### src/rtl/shape_sequencer_if.sv
// rtl/shape_sequencer_if.sv - command and rasterizer handshake bundle for shape_sequencer
interface shape_sequencer_if #(
    parameter int COORD_W = 8
);
    logic               cmd_valid;
    logic               cmd_ready;
    logic [1:0]         cmd_op;
    logic [COORD_W-1:0] cmd_x0;
    logic [COORD_W-1:0] cmd_y0;
    logic [COORD_W-1:0] cmd_x1;
    logic [COORD_W-1:0] cmd_y1;
    logic [COORD_W-1:0] cmd_x2;
    logic [COORD_W-1:0] cmd_y2;

    logic [COORD_W-1:0] rast_x0;
    logic [COORD_W-1:0] rast_y0;
    logic [COORD_W-1:0] rast_x1;
    logic [COORD_W-1:0] rast_y1;
    logic               rast_start;
    logic               rast_reset_buff;
    logic               rast_done;

    logic               shape_done;
    logic               busy;
    logic               cmd_err;

    // Command source / rasterizer side
    modport master (
        output cmd_valid, cmd_op, cmd_x0, cmd_y0, cmd_x1, cmd_y1, cmd_x2, cmd_y2,
        output rast_done,
        input  cmd_ready,
        input  rast_x0, rast_y0, rast_x1, rast_y1, rast_start, rast_reset_buff,
        input  shape_done, busy, cmd_err
    );

    // Sequencer side
    modport slave (
        input  cmd_valid, cmd_op, cmd_x0, cmd_y0, cmd_x1, cmd_y1, cmd_x2, cmd_y2,
        input  rast_done,
        output cmd_ready,
        output rast_x0, rast_y0, rast_x1, rast_y1, rast_start, rast_reset_buff,
        output shape_done, busy, cmd_err
    );
endinterface

### src/rtl/shape_sequencer.sv
// rtl/shape_sequencer.sv - shape command FIFO and line-segment issuer for the rasterizer (option: SHAPE_SEQ_RECT_EN)
module shape_sequencer #(
    parameter int CMD_DEPTH = 4,
    parameter int COORD_W   = 8
) (
    input logic              clk,
    input logic              n_rst,
    shape_sequencer_if.slave bus
);
    localparam int AW = $clog2(CMD_DEPTH);
    localparam int CW = AW + 1;

    localparam logic [1:0] OP_LINE  = 2'd0;
    localparam logic [1:0] OP_TRI   = 2'd1;
    localparam logic [1:0] OP_RECT  = 2'd2;
    localparam logic [1:0] OP_CLEAR = 2'd3;

    typedef struct packed {
        logic [1:0]         op;
        logic [COORD_W-1:0] x0;
        logic [COORD_W-1:0] y0;
        logic [COORD_W-1:0] x1;
        logic [COORD_W-1:0] y1;
        logic [COORD_W-1:0] x2;
        logic [COORD_W-1:0] y2;
    } cmd_t;

    typedef enum logic [2:0] {
        S_IDLE,
        S_LOAD,
        S_SETUP,
        S_START,
        S_WAIT,
        S_GAP,
        S_CLR
    } state_t;

    cmd_t               fifo_q [CMD_DEPTH];
    logic [AW-1:0]      wr_ptr_q;
    logic [AW-1:0]      rd_ptr_q;
    logic [CW-1:0]      count_q;

    state_t             state_q;
    cmd_t               shape_q;
    logic [1:0]         seg_idx_q;
    logic [COORD_W-1:0] rast_x0_q;
    logic [COORD_W-1:0] rast_y0_q;
    logic [COORD_W-1:0] rast_x1_q;
    logic [COORD_W-1:0] rast_y1_q;
    logic               rast_start_q;
    logic               rast_reset_buff_q;
    logic               shape_done_q;
    logic               cmd_err_q;

    logic               full;
    logic               push;
    logic               pop;
    cmd_t               cmd_in;
    cmd_t               head;

    // Endpoints {x0,y0,x1,y1} of segment idx of shape c
    function automatic logic [4*COORD_W-1:0] seg_coords(input cmd_t c, input logic [1:0] idx);
        logic [4*COORD_W-1:0] r;
        r = {c.x0, c.y0, c.x1, c.y1};
        case (c.op)
            OP_TRI: begin
                case (idx)
                    2'd0:    r = {c.x0, c.y0, c.x1, c.y1};
                    2'd1:    r = {c.x1, c.y1, c.x2, c.y2};
                    default: r = {c.x2, c.y2, c.x0, c.y0};
                endcase
            end
`ifdef SHAPE_SEQ_RECT_EN
            OP_RECT: begin
                case (idx)
                    2'd0:    r = {c.x0, c.y0, c.x1, c.y0};
                    2'd1:    r = {c.x1, c.y0, c.x1, c.y1};
                    2'd2:    r = {c.x1, c.y1, c.x0, c.y1};
                    default: r = {c.x0, c.y1, c.x0, c.y0};
                endcase
            end
`endif
            default: r = {c.x0, c.y0, c.x1, c.y1};
        endcase
        return r;
    endfunction

    // Index of the final segment of an op
    function automatic logic [1:0] last_idx(input logic [1:0] op);
        case (op)
            OP_TRI:  return 2'd2;
            OP_RECT: return 2'd3;
            default: return 2'd0;
        endcase
    endfunction

    // Whether an op may be issued in this build
    function automatic logic op_legal(input logic [1:0] op);
`ifdef SHAPE_SEQ_RECT_EN
        return (op == OP_LINE) || (op == OP_TRI) || (op == OP_RECT);
`else
        return (op == OP_LINE) || (op == OP_TRI);
`endif
    endfunction

    // Readiness comes only from the registered count, so a full FIFO never takes a push even while popping
    assign full  = (count_q == CW'(CMD_DEPTH));
    assign push  = bus.cmd_valid && bus.cmd_ready;
    assign pop   = (state_q == S_LOAD);
    assign head  = fifo_q[rd_ptr_q];
    assign cmd_in = '{op: bus.cmd_op, x0: bus.cmd_x0, y0: bus.cmd_y0, x1: bus.cmd_x1,
                      y1: bus.cmd_y1, x2: bus.cmd_x2, y2: bus.cmd_y2};

    assign bus.cmd_ready       = !full && !n_rst;
    assign bus.busy            = (state_q != S_IDLE) || (count_q != '0);
    assign bus.rast_x0         = rast_x0_q;
    assign bus.rast_y0         = rast_y0_q;
    assign bus.rast_x1         = rast_x1_q;
    assign bus.rast_y1         = rast_y1_q;
    assign bus.rast_start      = rast_start_q;
    assign bus.rast_reset_buff = rast_reset_buff_q;
    assign bus.shape_done      = shape_done_q;
    assign bus.cmd_err         = cmd_err_q;

    // Command storage; only written on an accepted push
    always_ff @(posedge clk) begin
        if (push) begin
            fifo_q[wr_ptr_q] <= cmd_in;
        end
    end

    // FIFO pointers and occupancy
    always_ff @(posedge clk) begin
        if (n_rst) begin
            wr_ptr_q <= '0;
            rd_ptr_q <= '0;
            count_q  <= '0;
        end else begin
            if (push) wr_ptr_q <= wr_ptr_q + AW'(1);
            if (pop)  rd_ptr_q <= rd_ptr_q + AW'(1);
            case ({push, pop})
                2'b10:   count_q <= count_q + CW'(1);
                2'b01:   count_q <= count_q - CW'(1);
                default: count_q <= count_q;
            endcase
        end
    end

    // Sequencer FSM with registered rasterizer outputs; pulses default low each cycle
    always_ff @(posedge clk) begin
        if (n_rst) begin
            state_q           <= S_IDLE;
            shape_q           <= '0;
            seg_idx_q         <= 2'd0;
            rast_x0_q         <= '0;
            rast_y0_q         <= '0;
            rast_x1_q         <= '0;
            rast_y1_q         <= '0;
            rast_start_q      <= 1'b0;
            rast_reset_buff_q <= 1'b0;
            shape_done_q      <= 1'b0;
            cmd_err_q         <= 1'b0;
        end else begin
            rast_start_q      <= 1'b0;
            rast_reset_buff_q <= 1'b0;
            shape_done_q      <= 1'b0;
            case (state_q)
                S_IDLE: begin
                    if (count_q != '0) state_q <= S_LOAD;
                end
                S_LOAD: begin
                    shape_q   <= head;
                    seg_idx_q <= 2'd0;
                    if (head.op == OP_CLEAR) begin
                        rast_reset_buff_q <= 1'b1;
                        shape_done_q      <= 1'b1;
                        state_q           <= S_CLR;
                    end else if (!op_legal(head.op)) begin
                        // Dropped without issuing segments; the head is popped this cycle
                        cmd_err_q    <= 1'b1;
                        shape_done_q <= 1'b1;
                        state_q      <= (count_q > CW'(1)) ? S_LOAD : S_IDLE;
                    end else begin
                        // Coordinates land as SETUP begins, a full cycle ahead of the start pulse
                        {rast_x0_q, rast_y0_q, rast_x1_q, rast_y1_q} <= seg_coords(head, 2'd0);
                        state_q <= S_SETUP;
                    end
                end
                S_SETUP: begin
                    rast_start_q <= 1'b1;
                    state_q      <= S_START;
                end
                S_START: begin
                    // A done seen alongside the start pulse belongs to an older segment
                    state_q <= S_WAIT;
                end
                S_WAIT: begin
                    if (bus.rast_done) begin
                        if (seg_idx_q == last_idx(shape_q.op)) shape_done_q <= 1'b1;
                        state_q <= S_GAP;
                    end
                end
                S_GAP: begin
                    if (seg_idx_q != last_idx(shape_q.op)) begin
                        seg_idx_q <= seg_idx_q + 2'd1;
                        {rast_x0_q, rast_y0_q, rast_x1_q, rast_y1_q} <= seg_coords(shape_q, seg_idx_q + 2'd1);
                        state_q <= S_SETUP;
                    end else begin
                        state_q <= (count_q != '0) ? S_LOAD : S_IDLE;
                    end
                end
                S_CLR: begin
                    state_q <= (count_q != '0) ? S_LOAD : S_IDLE;
                end
                default: state_q <= S_IDLE;
            endcase
        end
    end
endmodule

### src/flat_wrapper.sv
// flat-port wrapper written by rule: the top's interface ports become plain ports
module shape_sequencer_flat 
#(
    parameter int CMD_DEPTH = 4,
    parameter int COORD_W   = 8
)
  (clk, n_rst, bus_cmd_valid, bus_cmd_op, bus_cmd_x0, bus_cmd_y0, bus_cmd_x1, bus_cmd_y1, bus_cmd_x2, bus_cmd_y2, bus_rast_done, bus_cmd_ready, bus_rast_x0, bus_rast_y0, bus_rast_x1, bus_rast_y1, bus_rast_start, bus_rast_reset_buff, bus_shape_done, bus_busy, bus_cmd_err);
  shape_sequencer_if #(.COORD_W(COORD_W)) bus_i ();
  input logic clk;
  input logic n_rst;
  input wire logic [$bits(bus_i.cmd_valid)-1:0] bus_cmd_valid;
  input wire logic [$bits(bus_i.cmd_op)-1:0] bus_cmd_op;
  input wire logic [$bits(bus_i.cmd_x0)-1:0] bus_cmd_x0;
  input wire logic [$bits(bus_i.cmd_y0)-1:0] bus_cmd_y0;
  input wire logic [$bits(bus_i.cmd_x1)-1:0] bus_cmd_x1;
  input wire logic [$bits(bus_i.cmd_y1)-1:0] bus_cmd_y1;
  input wire logic [$bits(bus_i.cmd_x2)-1:0] bus_cmd_x2;
  input wire logic [$bits(bus_i.cmd_y2)-1:0] bus_cmd_y2;
  input wire logic [$bits(bus_i.rast_done)-1:0] bus_rast_done;
  output wire logic [$bits(bus_i.cmd_ready)-1:0] bus_cmd_ready;
  output wire logic [$bits(bus_i.rast_x0)-1:0] bus_rast_x0;
  output wire logic [$bits(bus_i.rast_y0)-1:0] bus_rast_y0;
  output wire logic [$bits(bus_i.rast_x1)-1:0] bus_rast_x1;
  output wire logic [$bits(bus_i.rast_y1)-1:0] bus_rast_y1;
  output wire logic [$bits(bus_i.rast_start)-1:0] bus_rast_start;
  output wire logic [$bits(bus_i.rast_reset_buff)-1:0] bus_rast_reset_buff;
  output wire logic [$bits(bus_i.shape_done)-1:0] bus_shape_done;
  output wire logic [$bits(bus_i.busy)-1:0] bus_busy;
  output wire logic [$bits(bus_i.cmd_err)-1:0] bus_cmd_err;
  assign bus_i.cmd_valid = bus_cmd_valid;
  assign bus_i.cmd_op = bus_cmd_op;
  assign bus_i.cmd_x0 = bus_cmd_x0;
  assign bus_i.cmd_y0 = bus_cmd_y0;
  assign bus_i.cmd_x1 = bus_cmd_x1;
  assign bus_i.cmd_y1 = bus_cmd_y1;
  assign bus_i.cmd_x2 = bus_cmd_x2;
  assign bus_i.cmd_y2 = bus_cmd_y2;
  assign bus_i.rast_done = bus_rast_done;
  assign bus_cmd_ready = bus_i.cmd_ready;
  assign bus_rast_x0 = bus_i.rast_x0;
  assign bus_rast_y0 = bus_i.rast_y0;
  assign bus_rast_x1 = bus_i.rast_x1;
  assign bus_rast_y1 = bus_i.rast_y1;
  assign bus_rast_start = bus_i.rast_start;
  assign bus_rast_reset_buff = bus_i.rast_reset_buff;
  assign bus_shape_done = bus_i.shape_done;
  assign bus_busy = bus_i.busy;
  assign bus_cmd_err = bus_i.cmd_err;
  shape_sequencer #(.CMD_DEPTH(CMD_DEPTH), .COORD_W(COORD_W)) u_core (.clk(clk), .n_rst(n_rst), .bus(bus_i));
endmodule
### config.mk
export PLATFORM = sky130hd
export DESIGN_NAME = shape_sequencer_flat
export DESIGN_NICKNAME = d
export VERILOG_FILES = /design/src/rtl/shape_sequencer_if.sv /design/src/rtl/shape_sequencer.sv /design/src/flat_wrapper.sv
export SDC_FILE = /design/constraint.sdc
export NUM_CORES = 1
export LEC_CHECK = 0
export BUFFER_PORTS_ARGS = -buffer_cell sky130_fd_sc_hd__buf_2
export CORE_ASPECT_RATIO = 1.75
export CORE_MARGIN = 2
export CORE_UTILIZATION = 55
export DETAILED_ROUTE_END_ITERATION = 8
export GPL_ROUTABILITY_DRIVEN = 1
export MAX_ROUTING_LAYER = met4
export PLACE_DENSITY = 0.8
export SKIP_CTS_REPAIR_TIMING = 1
export SLEW_MARGIN = 25
export SYNTH_ARGS = -nofsm -noshare
export SYNTH_HDL_FRONTEND = slang
export SYNTH_SLANG_ARGS = --single-unit
### constraint.sdc
create_clock -name clk -period 3.85 [get_ports clk]
set_input_delay 0.1925 -clock clk [delete_from_list [all_inputs] [get_ports clk]]
set_output_delay 0.1925 -clock clk [all_outputs]
set_load 0.02 [all_outputs]
### Word-level counts from Yosys, hierarchy flattened

Memory sizes are Yosys's and may differ from the RTL's. A register that Yosys moved wholly into a read port is not among the register bits.
Cells that the tools add are included.

* equal/unequal tests: 21
* add/sub/neg operators: 5
* order comparisons: 1
* bitwise logic cells: 3
* multiplexer cells: 46
* reductions and logical operators: 18

Operators by type and width (count)
* 8-bit 2-to-1 mux: 12
* 32-bit case mux with 2 select lines: 1
* 8-bit case mux with 2 select lines: 4
* 32-bit 2-to-1 mux: 1
* 3-bit case mux with 7 select lines: 1
* 2-bit 2-to-1 mux: 8
* 3-bit 2-to-1 mux: 5
* 3-bit equality test (second input constant): 4
* 1-bit 2-to-1 mux: 10
* 2-bit by 1-bit equality test with 1-bit output (second input constant): 4
* 2-bit case mux with 2 select lines: 2
* 2-bit by 1-bit adder with 2-bit output (second input constant): 3
* 2-bit equality test (second input constant): 3
* 3-bit by 2-bit equality test with 1-bit output (second input constant): 2
* 2-bit != test (second input constant): 3
* 3-bit case mux with 2 select lines: 1
* 3-bit nonzero test: 2
* 2-bit logical NOT: 2
* 2-bit by 1-bit != test with 1-bit output (second input constant): 2
* 2-bit AND reduction: 2
* 4-bit AND reduction: 1
* 2-bit nonzero test: 2
* 3-bit by 1-bit adder with 3-bit output (second input constant): 1
* 3-bit by 1-bit equality test with 1-bit output (second input constant): 1
* other kinds (12): 17

* memories: 1
* register bits after elaboration: 98
* input bits: 54
* logic and storage cells: 115
* bits in writable memories: 200
* output and inout bits: 38

Memories
* u_core.fifo_q: words 4, width 50, read ports 1, clocked after memory_dff 1, write ports 1, line shape_sequencer.sv:38 `cmd_t fifo_q [CMD_DEPTH];`

### Longest topological paths before layout

* depth in word-level cells: 9
* gate-level depth with buffers: 9
* depth with buffers taken out: 9

### Worst setup path after synthesis

Ideal clock, no wire load.

* path type: reg2reg
* from: reg u_core.count_q[0]
* to: mem u_core.fifo_q[0][0] in the netlist's numbering, enable pin
* arrival: 2497 ps
* required time: 3437 ps
* cell stages (with the launch flop): 5
* period minus slack after synthesis: 2910 ps
* setup time: 413 ps
* path buffers: 0
* path slack: 940 ps
* cell sequence: dfxtp_1 > inv_1 > ha_1 > a21oi_1 > and3_1

* longest elaborated chain between the ends: 6

Ends and longest elaborated chain
* from (decl): line shape_sequencer.sv:41 `logic [CW-1:0] count_q;`
* from (signal assigned): line shape_sequencer.sv:142 `2'b10: count_q <= count_q + CW'(1);`
* from (signal assigned): line shape_sequencer.sv:143 `2'b01: count_q <= count_q - CW'(1);`
* from (signal assigned): line shape_sequencer.sv:144 `default: count_q <= count_q;`
* 3-bit equality test: line shape_sequencer.sv:107 `assign full = (count_q == CW'(CMD_DEPTH));`
* 1-bit logical NOT: line shape_sequencer.sv:114 `assign bus.cmd_ready = !full && !n_rst;`
* 1-bit logical AND: line shape_sequencer.sv:114
* net bus_cmd_ready: line flat_wrapper.sv:20 `output wire logic [$bits(bus_i.cmd_ready)-1:0] bus_cmd_ready;`
* 1-bit logical AND: line shape_sequencer.sv:108 `assign push = bus.cmd_valid && bus.cmd_ready;`
* 1-bit 2-to-1 mux: line shape_sequencer.sv:127 `if (push) begin`
* 1-bit 2-to-1 mux (not written as such): line shape_sequencer.sv:128 `fifo_q[wr_ptr_q] <= cmd_in;`
* to (decl): line shape_sequencer.sv:38

The timed path passes the listed nets, and every way through them passes these cells.

### Final worst setup path

* from: reg u_core.count_q[0]
* to: mem u_core.fifo_q[2][0] in the netlist's numbering, enable pin

* longest elaborated chain between the ends: 6

Ends and longest elaborated chain (line)
* 3-bit equality test: shape_sequencer.sv:107
* 1-bit logical NOT: shape_sequencer.sv:114
* 1-bit logical AND: shape_sequencer.sv:114
* 1-bit logical AND: shape_sequencer.sv:108
* 1-bit 2-to-1 mux: shape_sequencer.sv:127
* 1-bit 2-to-1 mux (not written as such): shape_sequencer.sv:128

Every way passes these cells.

==> flow_summary_export.csv <==
group,metric,value,unit
flow_run,drv_cap,0,
sta,slew_violations,0,
route,antenna_left,0,
route,vias,8027,
floorplan,dieArea,23300,um2
sta,hold_violations,0,
floorplan,initial_core_util,0.562,
sta,slew_headroom,0.324,
yosys,synth_sequential_area_ratio,0.660,
route,highest_layer,"met4",
pwr,p_per_area,655,nW/um2
floorplan,rows,71,
clocking,cts_buffer_depth,3,
critical_path,critPathLaunchType,"flop",
floorplan,die_x,116,um
route,wl_per_cell,22.0,um
place,io_buffers,91,
sta,rsz0062_at_grt,"false",
cells_and_area,final_common_cell,"nand2_1",
route,met1Wirelength,10400,um
critical_path,critPathKind,"reg -> reg",
critical_path,cp_max_fo,38,
floorplan,io_pins,92,
grt,antenna_found_initial,0,
pwr,p_leak,4.91,nW
route,drtIter0Drc,617,
cells_and_area,syn_to_final_growth,17.5,%
sta,tightest_slew,1.01,ns
sta,tns,0,ns
route,route.met3.wl,1880,um
critical_path,worst_ep_required_time,4.02,ns
critical_path,reg2reg_slack,1.37,ns
run_status,status,"finished, final reports clean",
cells_and_area,regArea,8010,um2
clocking,clock-sinks,300,
critical_path,rr_worst_depth,5,
clocking,clk_latency,0.53,ns
min_path,min_from,"bus_cmd_valid",
pwr,ir_drop,491,uV
cells_and_area,multi_input_area,3800,um2
cells_and_area,fin_nets,1080,
yosys,synthesis.area,12100,um2
yosys,synth_cells,888,
yosys,avgSynthCellArea,13.7,um2
grt,grt_overflow,0,
sta,timing.final.ws_setup,1.37,ns
floorplan,fp.dieH,200,um
critical_path,r2r_start,"u_core.count_q[0]$_SDFFE_PP0P_",
grt,grt_pass1_vias,7824,
sta,max_freq,403,MHz
critical_path,worstPathArrival,2.65,ns
yosys,synth.net_count,955,
clocking,cts_tree,"yes",
min_path,hold_end,"u_core.wr_ptr_q[1]$_SDFFE_PP0P_",
route,finalWirelength,29100,um
floorplan,core_area,21600,um2
sta,fin_crit_sh,0.645,
grt,grt_pass1_wl,44000,um
route,drc,0,
yosys,yosys_warnings,0,
critical_path,endpoint_kind,"flop",
min_path,hp-class,"in -> reg",
cells_and_area,drive_above_1_share,0.235,
clocking,cts_inserted_buffers,26,
clocking,clkSlewWorstSetupHoldPaths,0.07,ns
grt,grt_max_degree,66,
sta,period_needed,2.48,ns
clocking,cts_root_buf,"clkbuf_16",
place,hpwl,17900,um
route,met2_length,15300,um
route,via_per_inst,6.06,
grt,track_usage,0.255,
clocking,cts.htree.levels,1,
critical_path,r2r-end,"u_core.fifo_q[2][0]$_DFFE_PP_",
sta,skew,0.0135,ns
min_path,min_delay_path_depth,3,
sta,finalSetupViolations,0,
sta,hold_ws,0.130,ns
cells_and_area,fillCellCount,1464,
place,dp_slack,1.41,ns
place,routabilityCongestion,0.885,
yosys,yosysUniqueCellTypes,42,
route,dr.pass1.iters,5,
yosys,ys_ff_latch,300,
cells_and_area,layout_common_cells,"204 x nand2_1, 200 x edfxtp_1, 98 x dfxtp_1, 91 x buf_2, 59 x a21oi_1",
cells_and_area,diodes,0,
==> synth_stat cells (all sizes together) <==
cell / instances / area share
inv: 14 / 0.0043
a31o: 1 / 0.00072
dfxtp: 100 / 0.17
a21o: 1 / 0.00062
o41ai: 1 / 0.00072
buf: 27 / 0.013
nand2: 204 / 0.063
o31a: 1 / 0.00072
nor4b: 1 / 0.00072
xor2: 4 / 0.0029
and3: 5 / 0.0026
nor2: 47 / 0.015
o21ai: 36 / 0.015
nand2b: 2 / 0.0010
nand3: 5 / 0.0021
xnor2: 3 / 0.0022
clkbuf: 37 / 0.011
mux2i: 2 / 0.0017
or3: 1 / 0.00052
o32ai: 32 / 0.042
nand3b: 1 / 0.00062
a211oi: 1 / 0.00062
edfxtp: 200 / 0.50
a21oi: 59 / 0.024
ha: 13 / 0.013
nor3: 1 / 0.00041
mux4: 50 / 0.093
o21a: 1 / 0.00062
and2: 1 / 0.00052
nand4: 1 / 0.00052
o31ai: 1 / 0.00062
a221oi: 32 / 0.023
o21ba: 2 / 0.0017
or3b: 1 / 0.00072
==> report_power, final <==
group          internal (mW)  switching (mW)
clock                   1.62            1.14
combinational          0.964            1.47
sequential              3.81           0.320
total                   6.40            2.93
==> logic make-up (layout without fill, tap and decap cells) <==
kind of cell,count (synthesis),count (layout),synth area share
AOI/OAI and AO/OA,168,168,0.111
xor gates and xnor gates,7,7,0.00505
adders and majority gates,13,13,0.0134
buffers and inverters,78,222,0.0286
DFF,300,300,0.660
muxes,52,52,0.0945
and+or+nand+nor,270,270,0.0876
==> routing by layer <==
metal  vias up  track usage
met5         -            -
met4         0        0.116
met3        98       0.0314
met2       378        0.427
met1      3997        0.306
li1       3554            -
==> how the worst max path moves through the flow <==
stage / startpoint / endpoint
6_report: u_core.count_q[0]$_SDFFE_PP0P_ / u_core.fifo_q[2][0]$_DFFE_PP_
3_5_place_dp: u_core.count_q[0]$_SDFFE_PP0P_ / u_core.fifo_q[2][16]$_DFFE_PP_
3_3_place_gp: u_core.count_q[0]$_SDFFE_PP0P_ / u_core.fifo_q[3][16]$_DFFE_PP_
5_1_grt: u_core.count_q[0]$_SDFFE_PP0P_ / u_core.fifo_q[3][25]$_DFFE_PP_
4_1_cts: u_core.count_q[0]$_SDFFE_PP0P_ / u_core.fifo_q[3][20]$_DFFE_PP_
2_1_floorplan: u_core.count_q[0]$_SDFFE_PP0P_ / u_core.fifo_q[0][0]$_DFFE_PP_
==> area by class of cell <==
class / instances / share of cell area
Multi-Input combinational cell: 510 / 0.267
Sequential cell: 300 / 0.562
Inverter: 14 / 0.00369
Tap cell: 292 / 0.0256
Timing Repair Buffer: 161 / 0.0778
Clock buffer: 31 / 0.0485
Clock inverter: 16 / 0.0153
==> critical path, stage by stage (launching register included) <==
cell	delay (ns)
dfxtp_1	0.42
inv_1	0.09
ha_1	0.22
a21oi_1	0.34
and3_2	0.48
buf_4	0.52
==> state kept, by name, indices dropped and copies added (netlist names), named ones only <==
signal                      cells
u_core.rd_ptr_q                 2
u_core.bus.rast_reset_buff      1
u_core.seg_idx_q                2
u_core.bus.rast_x1              8
u_core.wr_ptr_q                 2
u_core.bus.rast_y0              8
u_core.shape_q                 50
u_core.bus.cmd_err              1
u_core.bus.rast_start           1
u_core.bus.shape_done           1
u_core.bus.rast_y1              8
u_core.state_q                  3
u_core.fifo_q                 200
u_core.count_q                  3
u_core.bus.rast_x0              8
==> through the flow <==
step           std cells  utilization  power (mW)  cell area [um2]
2_1_floorplan        888            -        5.86            12100
3_3_place_gp        1226        0.594        6.49            12800
3_5_place_dp        1226        0.594        6.54            12800
4_1_cts             1273        0.637        9.32            13700
5_1_grt             1324        0.660        9.71            14300
6_report            1324        0.660        9.33            14300
Power figures use the tool's default switching activity.
